File: src/rtl/apb_req_arbiter.sv
// ---------------------------------------------------------------------------
// apb_req_arbiter
//
// This is a two-requester APB master. Two local command ports compete for
// one shared APB slave. The block runs the IDLE/SETUP/ACCESS sequence on
// behalf of whichever requester wins arbitration. The completion goes back
// to that requester as a one-cycle ack, together with read data and an
// error flag. When both ports request in the same cycle, a round-robin
// pointer decides which one is served.
//
// Optional feature:
//    APB_TIMEOUT_EN  When this macro is defined, an ACCESS watchdog is added.
//                    After TIMEOUT_CYC wait cycles without pready, the
//                    transfer is abandoned and the requester receives ack
//                    with err=1.
//
// Parameters:
//    ADDR_W       APB address width
//    DATA_W       APB data width
//    TIMEOUT_CYC  ACCESS wait-cycle limit (APB_TIMEOUT_EN only)
//
// Ports:
//    pclk, preset_n          clock, synchronous active-low reset
//    req0/1, wr0/1           command valid (held until ack), 1 = write
//    addr0/1, wdata0/1       command address and write data
//    ack0/1                  one-cycle completion pulse
//    rdata0/1, err0/1        read data / error, valid with ack and held
//    psel, penable, pwrite   APB control
//    paddr, pwdata           APB address / write data
//    prdata, pready, pslverr APB slave response
// ---------------------------------------------------------------------------
module apb_req_arbiter #(
   parameter int ADDR_W      = 8,
   parameter int DATA_W      = 8,
   parameter int TIMEOUT_CYC = 16
) (
   input  logic              pclk,
   input  logic              preset_n,
   input  logic              req0,
   input  logic              wr0,
   input  logic [ADDR_W-1:0] addr0,
   input  logic [DATA_W-1:0] wdata0,
   input  logic              req1,
   input  logic              wr1,
   input  logic [ADDR_W-1:0] addr1,
   input  logic [DATA_W-1:0] wdata1,
   output logic              ack0,
   output logic [DATA_W-1:0] rdata0,
   output logic              err0,
   output logic              ack1,
   output logic [DATA_W-1:0] rdata1,
   output logic              err1,
   output logic              psel,
   output logic              penable,
   output logic              pwrite,
   output logic [ADDR_W-1:0] paddr,
   output logic [DATA_W-1:0] pwdata,
   input  logic [DATA_W-1:0] prdata,
   input  logic              pready,
   input  logic              pslverr
);

   typedef enum logic [1:0] {
      ST_IDLE   = 2'd0,
      ST_SETUP  = 2'd1,
      ST_ACCESS = 2'd2
   } state_t;

   state_t            state, state_next;
   logic              grant_id, grant_id_next;
   logic              prio, prio_next;
   logic              psel_next, penable_next, pwrite_next;
   logic [ADDR_W-1:0] paddr_next;
   logic [DATA_W-1:0] pwdata_next;
   logic              ack0_next, ack1_next, err0_next, err1_next;
   logic [DATA_W-1:0] rdata0_next, rdata1_next;
   logic              elig0, elig1, pick;

`ifdef APB_TIMEOUT_EN
   localparam int CNT_W = $clog2(TIMEOUT_CYC + 1);
   logic [CNT_W-1:0] tmo_cnt, tmo_cnt_next;
`endif

   // A requester that is receiving its ack in this cycle is still shown
   // with req high, because it drops req in this same cycle. Masking it out
   // here stops the same command from being granted a second time.
   assign elig0 = req0 & ~ack0;
   assign elig1 = req1 & ~ack1;

   // State register. All APB and requester-facing outputs are also
   // registered here, so no output is driven by a combinational path.
   always_ff @(posedge pclk) begin
      if (!preset_n) begin
         state    <= ST_IDLE;
         grant_id <= 1'b0;
         prio     <= 1'b0;
         psel     <= 1'b0;
         penable  <= 1'b0;
         pwrite   <= 1'b0;
         paddr    <= '0;
         pwdata   <= '0;
         ack0     <= 1'b0;
         ack1     <= 1'b0;
         err0     <= 1'b0;
         err1     <= 1'b0;
         rdata0   <= '0;
         rdata1   <= '0;
`ifdef APB_TIMEOUT_EN
         tmo_cnt  <= '0;
`endif
      end else begin
         state    <= state_next;
         grant_id <= grant_id_next;
         prio     <= prio_next;
         psel     <= psel_next;
         penable  <= penable_next;
         pwrite   <= pwrite_next;
         paddr    <= paddr_next;
         pwdata   <= pwdata_next;
         ack0     <= ack0_next;
         ack1     <= ack1_next;
         err0     <= err0_next;
         err1     <= err1_next;
         rdata0   <= rdata0_next;
         rdata1   <= rdata1_next;
`ifdef APB_TIMEOUT_EN
         tmo_cnt  <= tmo_cnt_next;
`endif
      end
   end

   // Next-state and next-output logic. psel and penable are computed from
   // the state being entered, so the registered copies line up with the
   // state register. ack is a default-zero pulse. err and rdata hold their
   // value unless a completion overwrites them.
   always_comb begin
      state_next    = state;
      grant_id_next = grant_id;
      prio_next     = prio;
      psel_next     = 1'b0;
      penable_next  = 1'b0;
      pwrite_next   = pwrite;
      paddr_next    = paddr;
      pwdata_next   = pwdata;
      ack0_next     = 1'b0;
      ack1_next     = 1'b0;
      err0_next     = err0;
      err1_next     = err1;
      rdata0_next   = rdata0;
      rdata1_next   = rdata1;
      pick          = 1'b0;
`ifdef APB_TIMEOUT_EN
      tmo_cnt_next  = tmo_cnt;
`endif

      case (state)
         ST_IDLE: begin
            if (elig0 || elig1) begin
               // When both requesters are eligible, the pointer decides.
               // Otherwise the single eligible requester wins. In both
               // cases priority then passes to the loser.
               pick          = (elig0 && elig1) ? prio : elig1;
               grant_id_next = pick;
               prio_next     = ~pick;
               pwrite_next   = pick ? wr1    : wr0;
               paddr_next    = pick ? addr1  : addr0;
               pwdata_next   = pick ? wdata1 : wdata0;
               psel_next     = 1'b1;
               state_next    = ST_SETUP;
            end
         end

         ST_SETUP: begin
            psel_next    = 1'b1;
            penable_next = 1'b1;
            state_next   = ST_ACCESS;
`ifdef APB_TIMEOUT_EN
            tmo_cnt_next = '0;
`endif
         end

         ST_ACCESS: begin
            psel_next    = 1'b1;
            penable_next = 1'b1;
            if (pready) begin
               psel_next    = 1'b0;
               penable_next = 1'b0;
               state_next   = ST_IDLE;
               if (grant_id) begin
                  ack1_next = 1'b1;
                  err1_next = pslverr;
                  if (!pwrite) rdata1_next = prdata;
               end else begin
                  ack0_next = 1'b1;
                  err0_next = pslverr;
                  if (!pwrite) rdata0_next = prdata;
               end
`ifdef APB_TIMEOUT_EN
            end else if (tmo_cnt == CNT_W'(TIMEOUT_CYC - 1)) begin
               // This is the last allowed wait cycle. The transfer is
               // abandoned and reported as an error, and rdata keeps its
               // old value.
               psel_next    = 1'b0;
               penable_next = 1'b0;
               state_next   = ST_IDLE;
               tmo_cnt_next = '0;
               if (grant_id) begin
                  ack1_next = 1'b1;
                  err1_next = 1'b1;
               end else begin
                  ack0_next = 1'b1;
                  err0_next = 1'b1;
               end
            end else begin
               tmo_cnt_next = tmo_cnt + CNT_W'(1);
`endif
            end
         end

         default: begin
            state_next = ST_IDLE;
         end
      endcase
   end

endmodule

File: config.mk
export PLATFORM = sky130hd
export DESIGN_NAME = apb_req_arbiter
export DESIGN_NICKNAME = d
export VERILOG_FILES = /design/src/rtl/apb_req_arbiter.sv
export SDC_FILE = /design/constraint.sdc
export NUM_CORES = 1
export LEC_CHECK = 0
export CAP_MARGIN = 20
export CELL_PAD_IN_SITES_DETAIL_PLACEMENT = 1
export CELL_PAD_IN_SITES_GLOBAL_PLACEMENT = 1
export CORE_ASPECT_RATIO = 1.1
export CORE_MARGIN = 2
export CORE_UTILIZATION = 32
export DETAILED_ROUTE_END_ITERATION = 10
export GPL_TIMING_DRIVEN = 0
export HOLD_SLACK_MARGIN = 0.06
export PLACE_DENSITY_LB_ADDON = 0.1
export SLEW_MARGIN = 10
export SYNTH_ARGS = -nofsm -noshare
export SYNTH_HDL_FRONTEND = slang
export SYNTH_SLANG_ARGS = --single-unit
File: constraint.sdc
create_clock -name pclk -period 4.2 [get_ports pclk]
set_input_delay 0.84 -clock pclk [delete_from_list [all_inputs] [get_ports pclk]]
set_output_delay 0.84 -clock pclk [all_outputs]
set_load 0.03 [all_outputs]
* Yosys cells after proc, flatten, opt, wreduce, memory -nomap -nowiden *
Index checks and enable logic that the tools add are counted.

word-level totals
  register bits = 43
  bits in latches = 0
  memory bits (writable) = 0
  bits in read-only memories = 0
  input port bits = 48
  output and inout bits = 39
  logic and storage cells = 48
  memories kept = 0

cells by class
  $add $sub $neg = 0
  multiply operators = 0
  divide/modulo/power cells = 0
  magnitude comparators = 0
  equality and inequality tests = 4
  shifts and indexed selects = 0
  mux-type cells = 13
  bitwise gates (word level) = 7
  reductions and logical operators = 10

operators with widths
  kind                count
  $mux 8              2
  $reduce_and 3->1    3
  $reduce_and 4->1    2
  $mux 1              6
  $pmux 2 s3          1
  $not 1->1           5
  $mux 2              2
  $ne 2x2->1 const B  2
  $reduce_and 2->1    2
  $pmux 1 s3          1
  $and 1x1->1         2
  $eq 2x1->1 const B  1
  $eq 2x2->1 const B  1
  $logic_not 2->1     1
  $pmux 1 s2          1
  $logic_and 1x1->1   1
  $logic_or 1x1->1    1

* Longest topological paths before layout *
Gate-level depths: netlist of run 1.

  word-level depth = 5
  depth in mapped cells = 7
  mapped depth without buffers = 5

* Least setup slack after synthesis of run 1 *
Ideal clock, no wire load.

  path type = input port to flip-flop
  from = input req0
  to = register paddr[0]
  setup time = 0.132 ns
  arrival = 1.604 ns
  required time = 4.068 ns
  path slack = 2.465 ns
  cell stages on the path = 5
  buffers on the path = 2
  path through = or3b_1 buf_6 buf_6 nand3_2 o311ai_1

between the ends
  word-level cells in the longest chain between the ends = 4
  elaborated cells between the ends (all ways) = 6
  classes of those cells = mux: 2; bitwise: 1; reduce/logical: 3

ends and longest elaborated chain
  item                    line  text
  start: declaration      39    input logic req0,
  $and 1x1->1 (*)         87    assign elig0 = req0 & ~ack0;
  $logic_and 1x1->1       162   pick = (elig0 && elig1) ? prio : elig1;
  $mux 1                  162
  $mux 8                  166   paddr_next = pick ? addr1 : addr0;
  end signal: assignment  118   paddr <= paddr_next;
  end: declaration        56    output logic [ADDR_W-1:0] paddr,

Mark *: on every way between the ends. The rest lies on a longest branch, timed or not.
A chain may end at the register's enable or synchronous reset.

* Worst setup path after layout of run 1 *
  from = register pwrite
  to = output pwrite

RTL lines
  item                      line  text
  start: declaration        55    output logic pwrite,
  start signal: assignment  117   pwrite <= pwrite_next;

No word-level cell between the ends.

==> metrics.yaml, run 1 <==
fillers: 667
placement.io_buffers: 86
synth.mux.area_fraction: 0.05752
grt_pass1_vias: 1994
run_status: "finished, final reports clean"
crit-reg2reg-capture: "paddr[2]"
routed_wirelength_um: 5640
route.detailed.wl_per_inst_um: 14.88
share_of_yosys_cell_area_claimed_by_the_top_area_cell_type: 0.4497
cts_htree_levels: 2
final_design_area_no_fill_um2: 2967
worst_hold_startpoint: "rdata1[0]"
cp_data_arrival_time_ns: 1.41
global_route.usage.total: 0.1765
endpoint_kind: "output port"
clock_sink_count: 43
layout.core_utilization: 0.5142
final.hold.worst_slack_ns: 0.4551
routed-via-count: 1866
ff2ff_path_depth: 6
global_route.overflow_total: 0
crit_chain: "clkdlybuf4s50_1"
fin_cells: 379
final.setup.worst_slack_ns: 1.953
finalSetupViolCount: 0
measured_slew_at_the_worst_slew_check_pin_ns: 0.4763
synthesis.area_per_instance_um2: 9.204
min_path_type: "reg2reg"
numPlacedInstances: 371
complex_gate_fraction_of_the_synthesized_area: 0.1353
drive_above_1_share: 0.09934
r2r-start: "state[1]"
hold_depth: 2
total_clock_buffers_created_by_cts: 5
critical-path-max-stage-delay_ns: 0.70
timing.max_slew.rel_slack: 0.6825
fp-row-count: 29
syn_to_final_growth_pct: 54.97
timing.reg2reg.setup_slack_ns: 2.49
postSynth.asyncResetShare: 0
num_antenna_cells: 0
post_cts_buffers: 0
synth_top_flop_cell: "dfxtp_1"
yosys.area_share.simple: 0.2346
grt_antenna_before_repair: 0
post_synth_num_cell_types: 31
seq_area_frac_synth: 0.4497
report.final.hold_viol_count: 0
drtIter0Drc: 44
synth_seq_cells: 43
max-vdd-ir-drop_v: 0.0001888
powerDensity_nw_per_um2: 345.6
netlist.top_cell.by_area: "dfxtp_1"
tritoncts: "done"
pre_cts_ws_ns: 1.705
largest_fanout_of_any_net_on_the_critical_path: 5
postCtsHoldBufs: 0
synth-xor-area-share: 0
cp.buffers_inverters: 1
core_footprint_um2: 5769
ant_nets: 0
startpoint_type: "register"
grt_pass1_wl_um: 9432
ioPinCount: 87
clkSlewWorstSetupHoldPaths_ns: 0.08
setup-tns-final_ns: 0
achievable-frequency_ghz: 0.4451
hold_path_end: "rdata1[0]"
yosys.cell_count.top_type: "dfxtp_1"
dieArea_um2: 6618
horizontal_extent_of_the_die_um: 77.75
detail_route.first_pass.iterations: 4
fin_skew_ns: 0.006872
timing.critical_path.slowest_stage_cell: "clkdlybuf4s50_1"
cts_root_buf: "clkbuf_8"
power.leakage_nw: 1.072
layout.nets: 354
synth_top_cells_by_area: "dfxtp_1 (45%), nand3_1 (6.5%), mux2i_1 (5.8%)"
post-dp-hpwl_um: 4288
drc: 0
vias_per_cell: 4.923
ys_warn_count: 0
worstSkewPairLatency_ns: 0.29
max-clock-path-buffers: 2
initial_core_util: 0.3318
grt_setup_unrepaired: "false"
place.gp.congestion: 0.7107
synth_fp_nets: 261
die_height_um: 85.12
synth-adder-area-share: 0.03268
cp.required_ns: 3.36
synthCells: 208
netlist_top_cells_count: "dfxtp_1 (43), nand3_1 (25), inv_1 (21), nand2_1 (18), nor2_1 (13)"
fin_crit_sh: 0.5349
placed_area_um2: 2872
grt_start_max_net_pins: 14
synth_area_um2: 1914
power_mw: 1.025
max-cap-violations: 0
number_of_synthesized_flops_with_an_enable_pin: 0
main_combinational_cell_family_by_area_after_synthesis: "simple AND/OR/NAND/NOR gates"
finalWorstPathRequiredPeriod_ns: 2.247
critPathTopFamily: "buffers and inverters"
post_cts_resize_count: 0
critPathKind: "reg2out"
timing_max_transition_violations_final: 0
## cells by family after synthesis
logic type	count (synthesis)
and+or+nand+nor	79
adders and majority gates	5
AOI/OAI and AO/OA	34
muxes	11
buffers and inverters	36
DFF	43
## flip-flops by register name, summed over array words and instances (netlist names)
signal    flops
ack0          1
ack1          1
err0          1
err1          1
grant_id      1
paddr         8
penable       1
prio          1
psel          1
pwdata        8
pwrite        1
rdata0        8
rdata1        8
state         2
## power by group
part | switching [mW] | leakage (nW) | total (mW) | internal, mW
sequential | 0.0194 | 0.351 | 0.460 | 0.440
combinational | 0.155 | 0.673 | 0.289 | 0.135
clock | 0.141 | 0.0484 | 0.276 | 0.135
total | 0.315 | 1.07 | 1.03 | 0.710
## how the worst max path moves through the flow
| stage | cells past startpoint | slack, ns | end | from |
|---|---|---|---|---|
| 5_1_grt | 1 | 1.88 | pwrite | pwrite |
| 2_1_floorplan | 5 | 2.46 | paddr[0] | req0 |
| 4_1_cts | 1 | 1.93 | pwrite | pwrite |
| 3_3_place_gp | 5 | 1.73 | paddr[2] | req1 |
| 3_5_place_dp | 5 | 1.70 | ack1 | preset_n |
| 6_report | 1 | 1.95 | pwrite | pwrite |
## worst min-delay path: cells and delay by family (launching register included)
family	cells	cell delay (ns)
DFF	1	0.31
AOI/OAI and AO/OA	1	0.05
and+or+nand+nor	1	0.05
## layout make-up
class	count	area, µm²	area share
clock inverter	1	8.758	0.002952
multi-input combinational	129	880.8	0.2969
buffer	14	90.09	0.03037
sequential	43	860.8	0.2902
clock buffer	7	86.33	0.02910
timing repair buffer	86	860.8	0.2902
inverter	22	82.58	0.02784
tap	77	96.34	0.03248
## layout by cell type, fill, tap and decap left out, types with 3 or more instances in the layout
cell,n
a21oi_1,10
and4b_1,3
buf_2,3
buf_4,3
buf_6,3
clkbuf_1,4
clkbuf_8,6
clkdlybuf4s50_1,86
dfxtp_1,43
ha_1,5
inv_1,21
mux2i_1,11
nand2_1,18
nand2b_1,3
nand3_1,25
nand3_2,10
nand3b_1,3
nor2_1,13
o311ai_0,7
o311ai_1,10
## layer usage
| metal | track usage | wire (µm) | vias up |
|---|---|---|---|
| met4 | 0.05519 | 74 | 0 |
| met5 | 0 | 0 | - |
| met3 | 0.03830 | 257 | 7 |
| met2 | 0.2955 | 2723 | 56 |
| li1 | - | - | 916 |
| met1 | 0.2268 | 2584 | 887 |
No activity file was read; power rests on OpenSTA's default activity.
==> run 2, diff against run 1 <==
--- a/config.mk
+++ b/config.mk
@@ -10,7 +10,7 @@
 export CELL_PAD_IN_SITES_GLOBAL_PLACEMENT = 1
 export CORE_ASPECT_RATIO = 1.1
 export CORE_MARGIN = 2
-export CORE_UTILIZATION = 32
+export CORE_UTILIZATION = 27
 export DETAILED_ROUTE_END_ITERATION = 10
 export GPL_TIMING_DRIVEN = 0
 export HOLD_SLACK_MARGIN = 0.06
==> constraint.sdc (replaced) <==
create_clock -name pclk -period 2.05 [get_ports pclk]
set_input_delay 0.41 -clock pclk [delete_from_list [all_inputs] [get_ports pclk]]
set_output_delay 0.41 -clock pclk [all_outputs]
set_load 0.03 [all_outputs]
==> run 2 against run 1 <==
Via count shrank 2.0%. Total power grew 120%. Critical endpoint unchanged. Sequential cell count is the same. Sequential power grew 100%. Clock power grew to 2.5 times the previous value. Worst setup slack lost 1.7 ns. Sequential share of layout area shrank 0.31 points. Final cell count grew 2.1%.
==> metrics.yaml, run 2 (synthesized netlist as in run 1, its figures left out) <==
power.leakage_nw: 1.085
timing.reg2reg.setup_slack_ns: 0.34
largest_fanout_of_any_net_on_the_critical_path: 5
fillers: 821
grt_antenna_before_repair: 0
critPathKind: "reg2out"
timing.max_slew.rel_slack: 0.6833
routed-via-count: 1829
routed_wirelength_um: 5693
ff2ff_path_depth: 6
grt_setup_unrepaired: "false"
cp.buffers_inverters: 1
fin_skew_ns: 0.006562
dieArea_um2: 7780
post-dp-hpwl_um: 4201
finalSetupViolCount: 0
post_cts_buffers: 0
fin_crit_sh: 0.8857
detail_route.first_pass.iterations: 4
global_route.usage.total: 0.1521
tritoncts: "done"
crit_end: "pwrite"
timing_max_transition_violations_final: 0
fp-row-count: 32
grt_pass1_vias: 1919
min_path_type: "reg2reg"
run_status: "finished, final reports clean"
route.detailed.wl_per_inst_um: 14.71
cp.depth: 1
drtIter0Drc: 23
grt_pass1_wl_um: 9625
endpoint_kind: "output port"
measured_slew_at_the_worst_slew_check_pin_ns: 0.4750
critical-path-max-stage-delay_ns: 0.71
ioPinCount: 87
final.hold.worst_slack_ns: 0.4596
fin_cells: 387
place.gp.congestion: 0.6973
critPathTopFamily: "buffers and inverters"
num_antenna_cells: 0
worstSkewPairLatency_ns: 0.29
clkSlewWorstSetupHoldPaths_ns: 0.08
drive_above_1_share: 0.1026
placement.io_buffers: 86
max-clock-path-buffers: 2
drc: 0
initial_core_util: 0.2764
crit-reg2reg-capture: "paddr[3]"
post_cts_resize_count: 0
startpoint_type: "register"
timing.critical_path.slowest_stage_cell: "clkdlybuf4s50_1"
layout.nets: 354
max-vdd-ir-drop_v: 0.0003682
achievable-frequency_ghz: 0.5508
horizontal_extent_of_the_die_um: 84.29
postCtsHoldBufs: 0
power_mw: 2.233
syn_to_final_growth_pct: 56.67
crit_chain: "clkdlybuf4s50_1"
ant_nets: 0
finalWorstPathRequiredPeriod_ns: 1.816
vias_per_cell: 4.726
core_footprint_um2: 6927
clock_sink_count: 43
grt_start_max_net_pins: 14
cts_root_buf: "clkbuf_8"
report.final.hold_viol_count: 0
numPlacedInstances: 379
die_height_um: 92.31
cp.required_ns: 1.64
max-cap-violations: 0
cp_data_arrival_time_ns: 1.41
r2r-start: "state[0]"
global_route.overflow_total: 0
powerDensity_nw_per_um2: 744.5
layout_commonest_cell: "clkdlybuf4s50_1"
cts_htree_levels: 2
total_clock_buffers_created_by_cts: 5
final_cell_mix: "clkdlybuf4s50_1 (86), dfxtp_1 (43), nand3_1 (25)"
worstSetupStartpoint: "pwrite"
-- run 2: changes by cell type in the layout (fill, tap and decap cells not counted), sizes merged --
cell,delta
clkbuf,-1
bufinv,+1
-- run 2: power by group --
group	switching (mW)	internal (mW)
Clock	0.306	0.395
Sequential	0.0391	0.902
Combinational	0.315	0.276
Total	0.660	1.57
-- run 2: metrics by stage --
stage            util  TNS [ns]  instance area (µm²)  setup slack, ns
4_1_cts        0.4330         0                 2999           0.2080
2_1_floorplan       -         0                 1914           0.5880
6_report       0.4330         0                 2999           0.2344
3_5_place_dp   0.4160   -0.3375                 2882         -0.03200
3_3_place_gp   0.4160   -0.3069                 2882         -0.03726
5_1_grt        0.4330         0                 2999           0.1668
-- run 2: layout make-up --
| cell class | count | area [µm²] | area share |
|---|---|---|---|
| flip-flops and latches | 43 | 860.8 | 0.2870 |
| well taps | 85 | 106.4 | 0.03546 |
| inverters | 22 | 82.58 | 0.02753 |
| clock buffers | 6 | 82.58 | 0.02753 |
| clock inverters | 2 | 35.03 | 0.01168 |
| plain buffers | 14 | 90.09 | 0.03004 |
| repair buffers | 86 | 860.8 | 0.2870 |
| multi-input cells | 129 | 880.8 | 0.2937 |
-- run 2: how the worst min path moves through the flow --
stage | to | cells after the start | slack, ns | start
floorplan | state[1] | 2 | 0.47 | state[1]
global placement | rdata1[6] | 2 | 0.44 | rdata1[6]
detailed placement | rdata1[6] | 2 | 0.45 | rdata1[6]
CTS | rdata1[6] | 2 | 0.47 | rdata1[6]
global route | rdata1[6] | 2 | 0.48 | rdata1[6]
finish | rdata1[6] | 2 | 0.46 | rdata1[6]
-- run 2: per-layer routing --
layer  vias up  part of all wire  global-route usage  wire length, µm
met2        58              0.46              0.2487             2624
met5         -                 0                   0                0
met1       855              0.47              0.2003             2700
met3         2             0.060             0.04011              344
li1        914                 -                   -                -
met4         0            0.0042             0.03629               24
